**src/rtl/alarm_ctrl.sv**
```systemverilog
// Alarm controller fed by the time-of-day counter. Holds the programmed alarm
// time, rings when the running time reaches it, and supports a limited number
// of snoozes plus an automatic stop after a bounded period of ringing.
module alarm_ctrl #(
    parameter int SNOOZE_MIN       = 5,   // snooze length in minutes (1..59)
    parameter int RING_TIMEOUT_SEC = 60,  // unanswered ring seconds before auto-stop (1..255)
    parameter int MAX_SNOOZE       = 3    // snoozes allowed per alarm event (0..7)
) (
    input  logic       clk,
    input  logic       reset,
    input  logic [7:0] countHr,
    input  logic [7:0] countMin,
    input  logic [7:0] countSec,
    input  logic       alarmEn,
    input  logic       setAlarm,
    input  logic [7:0] alarmHrIn,
    input  logic [7:0] alarmMinIn,
    input  logic       snooze,
    input  logic       stop,
    output logic       alarmRing,
    output logic [1:0] alarmState,
    output logic [7:0] alarmHr,
    output logic [7:0] alarmMin,
    output logic [2:0] snoozeLeft,
    output logic       setError
);

    typedef enum logic [1:0] {
        DISARMED = 2'b00,
        ARMED    = 2'b01,
        RINGING  = 2'b10,
        SNOOZE   = 2'b11
    } state_t;

    localparam logic [2:0] SNOOZE_RELOAD = 3'(MAX_SNOOZE);
    localparam logic [7:0] SNOOZE_STEP   = 8'(SNOOZE_MIN);
    localparam logic [8:0] RING_LIMIT    = 9'(RING_TIMEOUT_SEC);

    state_t     state;
    logic [7:0] prev_sec;
    logic [7:0] snooze_hr;
    logic [7:0] snooze_min;
    logic [7:0] ring_cnt;

    logic       sec_edge;
    logic       set_valid;
    logic       alarm_match;
    logic       snooze_match;
    logic [7:0] min_sum;
    logic [7:0] next_snooze_hr;
    logic [7:0] next_snooze_min;
    logic [8:0] ring_cnt_inc;

    assign alarmState = state;

    // A new second is seen whenever the seconds value differs from last cycle,
    // so a preset that lands on hh:mm:00 still counts but a held :00 does not.
    assign sec_edge     = (countSec != prev_sec);
    assign set_valid    = setAlarm && (alarmHrIn < 8'd24) && (alarmMinIn < 8'd60);
    assign alarm_match  = sec_edge && (countSec == 8'd0) &&
                          (countHr == alarmHr) && (countMin == alarmMin);
    assign snooze_match = sec_edge && (countSec == 8'd0) &&
                          (countHr == snooze_hr) && (countMin == snooze_min);
    assign min_sum      = countMin + SNOOZE_STEP;
    assign ring_cnt_inc = {1'b0, ring_cnt} + 9'd1;

    // Snooze target: current time plus the snooze length, wrapping minute and hour.
    always_comb begin
        // NOTE: defaults first so every path assigns both outputs and no latch is inferred.
        next_snooze_min = min_sum;
        next_snooze_hr  = countHr;
        if (min_sum >= 8'd60) begin
            next_snooze_min = min_sum - 8'd60;
            next_snooze_hr  = (countHr >= 8'd23) ? 8'd0 : countHr + 8'd1;
        end
    end

    // Alarm state machine with registered outputs; priority is
    // disable > valid load > stop > snooze > match/timeout.
    always_ff @(posedge clk) begin
        // NOTE: state registers use non-blocking assignments so every branch sees pre-edge values.
        if (reset) begin
            state      <= DISARMED;
            alarmRing  <= 1'b0;
            alarmHr    <= 8'd0;
            alarmMin   <= 8'd0;
            snoozeLeft <= SNOOZE_RELOAD;
            setError   <= 1'b0;
            ring_cnt   <= 8'd0;
            snooze_hr  <= 8'd0;
            snooze_min <= 8'd0;
            prev_sec   <= 8'd0;
        end else begin
            prev_sec <= countSec;
            setError <= setAlarm && !set_valid;

            if (!alarmEn) begin
                state      <= DISARMED;
                alarmRing  <= 1'b0;
                snoozeLeft <= SNOOZE_RELOAD;
                if (set_valid) begin
                    alarmHr  <= alarmHrIn;
                    alarmMin <= alarmMinIn;
                end
            end else if (set_valid) begin
                // A fresh alarm time cancels any ring or snooze in progress.
                alarmHr    <= alarmHrIn;
                alarmMin   <= alarmMinIn;
                snoozeLeft <= SNOOZE_RELOAD;
                state      <= ARMED;
                alarmRing  <= 1'b0;
            end else begin
                case (state)
                    DISARMED: begin
                        state <= ARMED;
                    end
                    ARMED: begin
                        if (alarm_match) begin
                            state     <= RINGING;
                            alarmRing <= 1'b1;
                            ring_cnt  <= 8'd0;
                        end
                    end
                    RINGING: begin
                        if (stop) begin
                            state      <= ARMED;
                            alarmRing  <= 1'b0;
                            snoozeLeft <= SNOOZE_RELOAD;
                        end else if (snooze && (snoozeLeft != 3'd0)) begin
                            state      <= SNOOZE;
                            alarmRing  <= 1'b0;
                            snoozeLeft <= snoozeLeft - 3'd1;
                            snooze_hr  <= next_snooze_hr;
                            snooze_min <= next_snooze_min;
                        end else if (sec_edge) begin
                            if (ring_cnt_inc == RING_LIMIT) begin
                                state      <= ARMED;
                                alarmRing  <= 1'b0;
                                snoozeLeft <= SNOOZE_RELOAD;
                            end else begin
                                ring_cnt <= ring_cnt_inc[7:0];
                            end
                        end
                    end
                    SNOOZE: begin
                        if (stop) begin
                            state      <= ARMED;
                            snoozeLeft <= SNOOZE_RELOAD;
                        end else if (snooze_match) begin
                            state     <= RINGING;
                            alarmRing <= 1'b1;
                            ring_cnt  <= 8'd0;
                        end
                    end
                    default: begin
                        state     <= DISARMED;
                        alarmRing <= 1'b0;
                    end
                endcase
            end
        end
    end

endmodule
```
**config.mk**
```make
export PLATFORM = sky130hd
export DESIGN_NAME = alarm_ctrl
export DESIGN_NICKNAME = d
export VERILOG_FILES = /design/src/rtl/alarm_ctrl.sv
export SDC_FILE = /design/constraint.sdc
export NUM_CORES = 1
export LEC_CHECK = 0
export ABC_CLOCK_PERIOD_IN_PS = 5190
export CORE_MARGIN = 2
export CORE_UTILIZATION = 55
export CTS_CLUSTER_SIZE = 24
export DETAILED_ROUTE_END_ITERATION = 12
export GPL_ROUTABILITY_DRIVEN = 0
export PLACE_DENSITY = 0.93
export SLEW_MARGIN = 10
export SYNTH_ARGS = -nofsm -noshare
export SYNTH_HDL_FRONTEND = slang
export SYNTH_SLANG_ARGS = --single-unit
```
**constraint.sdc**
```tcl
create_clock -name clk -period 5.19 [get_ports clk]
set_input_delay 1.038 -clock clk [delete_from_list [all_inputs] [get_ports clk]]
set_output_delay 1.038 -clock clk [all_outputs]
set_load 0.05 [all_outputs]
```
After elaboration in Yosys (flattened, before gate mapping)
Cells that the tools add are included.

Bitwise logic cells: 3. $add $sub $neg: 5. Mux-type cells: 34. Reductions and logical operators: 23. Magnitude comparators: 4. Equal/unequal tests: 24.

Operators by type and width (number): 2-to-1 mux 8 bit (10); equality test 8 bit (4); case mux 8 bit (3 select lines) (1); != test 2 bit, second input constant (8); 2-to-1 mux 3 bit (5); 2-to-1 mux 2 bit (7); != test 4 bit, second input constant (3); AND reduction 4 bit (3); != test 5 bit, second input constant (2); AND reduction 10 bit (1); adder 8 x 1 -> 9 bit, second input constant (1); equality test 9 x 6 -> 1 bit, second input constant (1); logical AND 1 bit (9); adder 8 x 1 -> 8 bit, second input constant (1); adder 8 x 3 -> 8 bit, second input constant (1); greater-or-equal comparator 8 x 5 -> 1 bit, second input constant (1); greater-or-equal comparator 8 x 6 -> 1 bit, second input constant (1); zero test 8 bit (1); < comparator 8 x 5 -> 1 bit, second input constant (1); < comparator 8 x 6 -> 1 bit, second input constant (1); 2-to-1 mux 1 bit (8); != test 8 bit (1); case mux 2 bit (4 select lines) (1); subtractor 8 x 6 -> 8 bit, second input constant (1); other kinds (15) (20).

Input port bits: 46. Output and inout bits: 23. Register bits after elaboration: 55.

Logic depth before layout (Yosys ltp)
Depth in word-level cells: 8. Mapped depth: 10.

Worst setup path after synthesis
No wires, ideal clock.

Path type: in2reg. Start: input port countSec[0]. End: register ring_cnt[0]. Library setup time: 0.121 ns. Path slack: 2.184 ns. Arrival time: 2.885 ns. Stages on the path: 6. Path through: or4_1 nor2_1 o21ai_1 o31a_1 or4_4 mux2_4.

Cells in the longest elaborated chain, start to end: 6. Elaborated cells on any way between the ends: 11. Those cells by class: 4 x eq/ne; 7 x reduce/logical.

RTL lines: from (decl) (RTL line 13) `input logic [7:0] countSec,`; != test 8 bit or zero test 8 bit (tied branches) (RTL line 58, 60, 62); logical AND 1 bit (RTL line 60, 62); logical AND 1 bit, on equally long branches (RTL line 62, 60); logical AND 1 bit, on equally long branches (RTL line 63, 61); != test 2 bit (no source line); AND reduction 10 bit (no source line) (*); to (signal assigned) (RTL line 141) `ring_cnt <= ring_cnt_inc[7:0];`; to (decl) (RTL line 43) `logic [7:0] ring_cnt;`.

Every way passes the cells marked *; elsewhere a longest branch is shown, timed or not. A chain may end at the register's enable or synchronous reset.

Final worst setup path
Start: input port countMin[0]. End: register snooze_hr[2].

Cells in the longest elaborated chain, start to end: 3.

RTL lines: from (decl) (RTL line 12) `input logic [7:0] countMin,`; adder 8 x 3 -> 8 bit (RTL line 64) `assign min_sum = countMin + SNOOZE_STEP;`; greater-or-equal comparator 8 x 6 -> 1 bit (RTL line 72) `if (min_sum >= 8'd60) begin`; 2-to-1 mux 8 bit (RTL line 72); to (signal assigned) (RTL line 133) `snooze_hr <= next_snooze_hr;`; to (decl) (RTL line 41) `logic [7:0] snooze_hr;`.

No other way between the ends.

==> qor.yml <==
postRouteWirelength_mm: 8.74
dieHeight_um: 79.6
post_drt_via_cell_ratio: 6.14
clk_skew_ps: 6.12
port_buffers: 68
worst-slew-pin-transition_ps: 663
drc: 0
cp.arrival_ps: 3820
num_vias: 3077
power.density_nw_per_um2: 218
synth.yosys.seq_area_share_pct: 35.0
cts-root-to-sink-buffers: 2
path_class: "in -> reg"
cts_root_buffer: "clkbuf_8"
site_row_count: 27
cts_sinks: 55
grt_first_pass_wirelength_mm: 14.2
gr-total-overflow: 0
drtAntennaViolNets: 0
postSynthAreaPerCell_um2: 8.59
worst_setup_path_start_kind: "input pin"
critPathBufInv: 1
regToRegSetupSlack_ps: 2310
data_required_time_at_the_worst_endpoint_ps: 5430
worstSetupEndpointType: "flip-flop"
yosys-top-cells-area: "dfxtp_1, xor2_1, mux2i_1, xnor2_1, nor2_1"
place.detailed.hpwl_mm: 6.63
cp_max_fo: 9
grt-busiest-layer: "met2"
floorplan.initialDensity_pct: 57.1
die_width_um: 79.6
finalWorstPathRequiredPeriod_ps: 3580
initial_antenna_violation_count: 0
critPathSlowestCell: "nor3b_1"
ctsHoldBuffers: 0
grt_setup_unrepaired: "false"
ys_ff_latch: 55
first_global_vias: 2992
instances_no_fill: 501
post_synth_num_cell_types: 54
routing_usage_on_met2_pct: 51.0
numPlacedInstances: 493
synth_top_cell_by_area: "dfxtp_1"
min-delay-path-class: "reg -> reg"
max_slew_violation_count: 0
synth_area_um2: 3140
post_cts.repair.setup_buffers: 0
cp_cell_sequence: "clkdlybuf4s50_1 > ha_1 > o2111ai_1 > xor2_1 > nor3b_1 > and2_1 > o21ai_1 > a22oi_1"
layout-drive-gt1-share_pct: 4.20
total_leakage_power_nw: 1.63
synth_warnings: 0
clkSlewWorstSetupHoldPaths_ps: 100
fillers: 419
whs_path_depth: 1
synthFlopType: "dfxtp_1"
yosys.area.top_type_share_pct: 35.0
num_cts_buffers: 5
max_cap_violations: 0
syn2layout_area_growth_pct: 26.7
synth.net_count: 419
number_of_synthesized_flops_with_an_enable_pin: 0
global_route.usage.met3_pct: 5.88
period_share_pct: 69.0
tritoncts: "done"
regToRegStartpoint: "snoozeLeft[1]"
setup_tns_ps: 0
rr_worst_depth: 9
drt_first_pass_iters: 5
maximum_number_of_pins_on_one_net_before_global_route_repair: 29
cts-resized-gates: 0
run_status: "finished clean"
first_iter_violations: 196
number_of_diodes_added_for_antenna_fixing: 0
design.final.nets: 481
crit_family: "simple AND/OR/NAND/NOR gates"
fmax_mhz: 279
routedWlPerCell_um: 17.4
grt.total_usage_pct: 28.4
regToRegEndpoint: "snooze_hr[2]"
die_area_um2: 6340
worstHoldStart: "snoozeLeft[0]"
grt.met1_usage_pct: 33.3
timing.slew.headroom_pct: 55.8
clkLatencyLatePin_ps: 310
vdd_drop_max_uv: 154
postSynth.asyncResetShare_pct: 0
htreeDepth: 2
holdPathEnd: "snoozeLeft[0]"
pin_count: 69
core_um2: 5510
final-hold-violation-count: 0
crit_path_max_incr_delay_ps: 570
finalSetupViolCount: 0
syn-instance-count: 366
[cells in the mapped netlist, drive strengths merged, types with 3 or more instances]
library cell	n
dfxtp	55
nor2	31
xor2	30
nand2	26
o21ai	17
xnor2	17
mux2i	16
nand3	14
nor2b	12
nor4	12
nor3	11
and3	10
inv	10
a21oi	9
clkbuf	9
nand4	8
ha	7
a211oi	6
buf	6
a211o	5
and2	4
nand2b	4
o31ai	4
a21o	3
a31oi	3
o211a	3
or4	3
[logic make-up after synthesis]
| kind of cell | after synthesis | synth area share, % |
|---|---|---|
| AND/OR/NAND/NOR | 145 | 24.6 |
| AO/OA/AOI/OAI | 70 | 15.8 |
| buffers and inverters | 25 | 3.18 |
| adder cells (fa/ha/maj) | 7 | 2.79 |
| flip-flops | 55 | 35.0 |
| XOR/XNOR | 47 | 13.1 |
| multiplexers | 17 | 5.57 |
[placed cells by master, fill, tap and decap left out, types with 3 or more instances in the layout]
cell type / n
a31oi_1: 3
clkbuf_8: 6
nor2_1: 31
a21oi_1: 9
dfxtp_1: 55
o21ai_1: 10
o31ai_1: 3
nand2b_1: 4
nand4_1: 8
o21ai_0: 7
and3_1: 10
nand2_1: 26
and2_1: 4
a21o_1: 3
xnor2_1: 17
a211oi_1: 6
inv_1: 10
nor2b_1: 12
o211a_1: 3
clkdlybuf4s50_1: 68
a211o_1: 5
nor4_1: 10
ha_1: 7
xor2_1: 30
nor3_1: 11
nand3_1: 14
mux2i_1: 16
[report_power, final]
part | total (W) | switching (W) | internal [W] | leakage [nW]
clock network | 0.000295 | 0.000139 | 0.000156 | 0.0612
registers | 0.000431 | 0.00000388 | 0.000427 | 0.446
logic | 0.000144 | 0.0000773 | 0.0000669 | 1.13
total | 0.000871 | 0.000220 | 0.000651 | 1.63
[cell type report]
cell class / instances / area [um^2] / share of cell area, %
clock buffers: 6 / 82.6 / 2.07
clock inverters: 2 / 35.0 / 0.879
inverters: 10 / 37.5 / 0.942
multi-input cells: 286 / 1940 / 48.8
flip-flops and latches: 55 / 1100 / 27.6
well taps: 72 / 90.1 / 2.26
repair buffers: 70 / 696 / 17.5
[sequential cells by signal (all words and copies together) (netlist names)]
register    count
prev_sec        8
snooze_hr       8
setError        1
alarmState      2
alarmMin        8
alarmRing       1
alarmHr         8
snoozeLeft      3
ring_cnt        8
snooze_min      8
[stage by stage]
stage | power (W) | hold slack (ps) | setup WS [ps] | instance area, um^2 | util (%)
after floorplan | 0.000517 | 437 | 2180 | 3140 | -
after global placement | 0.000577 | 453 | 1580 | 3870 | 70.2
final | 0.000871 | 471 | 1610 | 3990 | 72.4
after CTS | 0.000871 | 473 | 1660 | 3990 | 72.4
after global routing | 0.000903 | 488 | 1390 | 3990 | 72.4
after detailed placement | 0.000583 | 460 | 1360 | 3870 | 70.2
[how the worst max path moves through the flow]
stage,from,slack [ps],depth (start not counted),end
6_report,countMin[0],1610,8,snooze_hr[2]
5_1_grt,countMin[0],1390,8,snooze_hr[2]
4_1_cts,countMin[0],1660,8,snooze_hr[2]
3_5_place_dp,countMin[0],1360,8,snooze_hr[2]
3_3_place_gp,countSec[0],1580,7,ring_cnt[0]
2_1_floorplan,countSec[0],2180,6,ring_cnt[0]
[layer usage]
layer	vias up	wire, um	part of all wire (%)
met3	28	580	6.6
met1	1467	3500	40
met5	-	0	0
met2	139	4420	51
li1	1443	-	-
met4	0	232	2.7
Power figures use the tool's default switching activity.
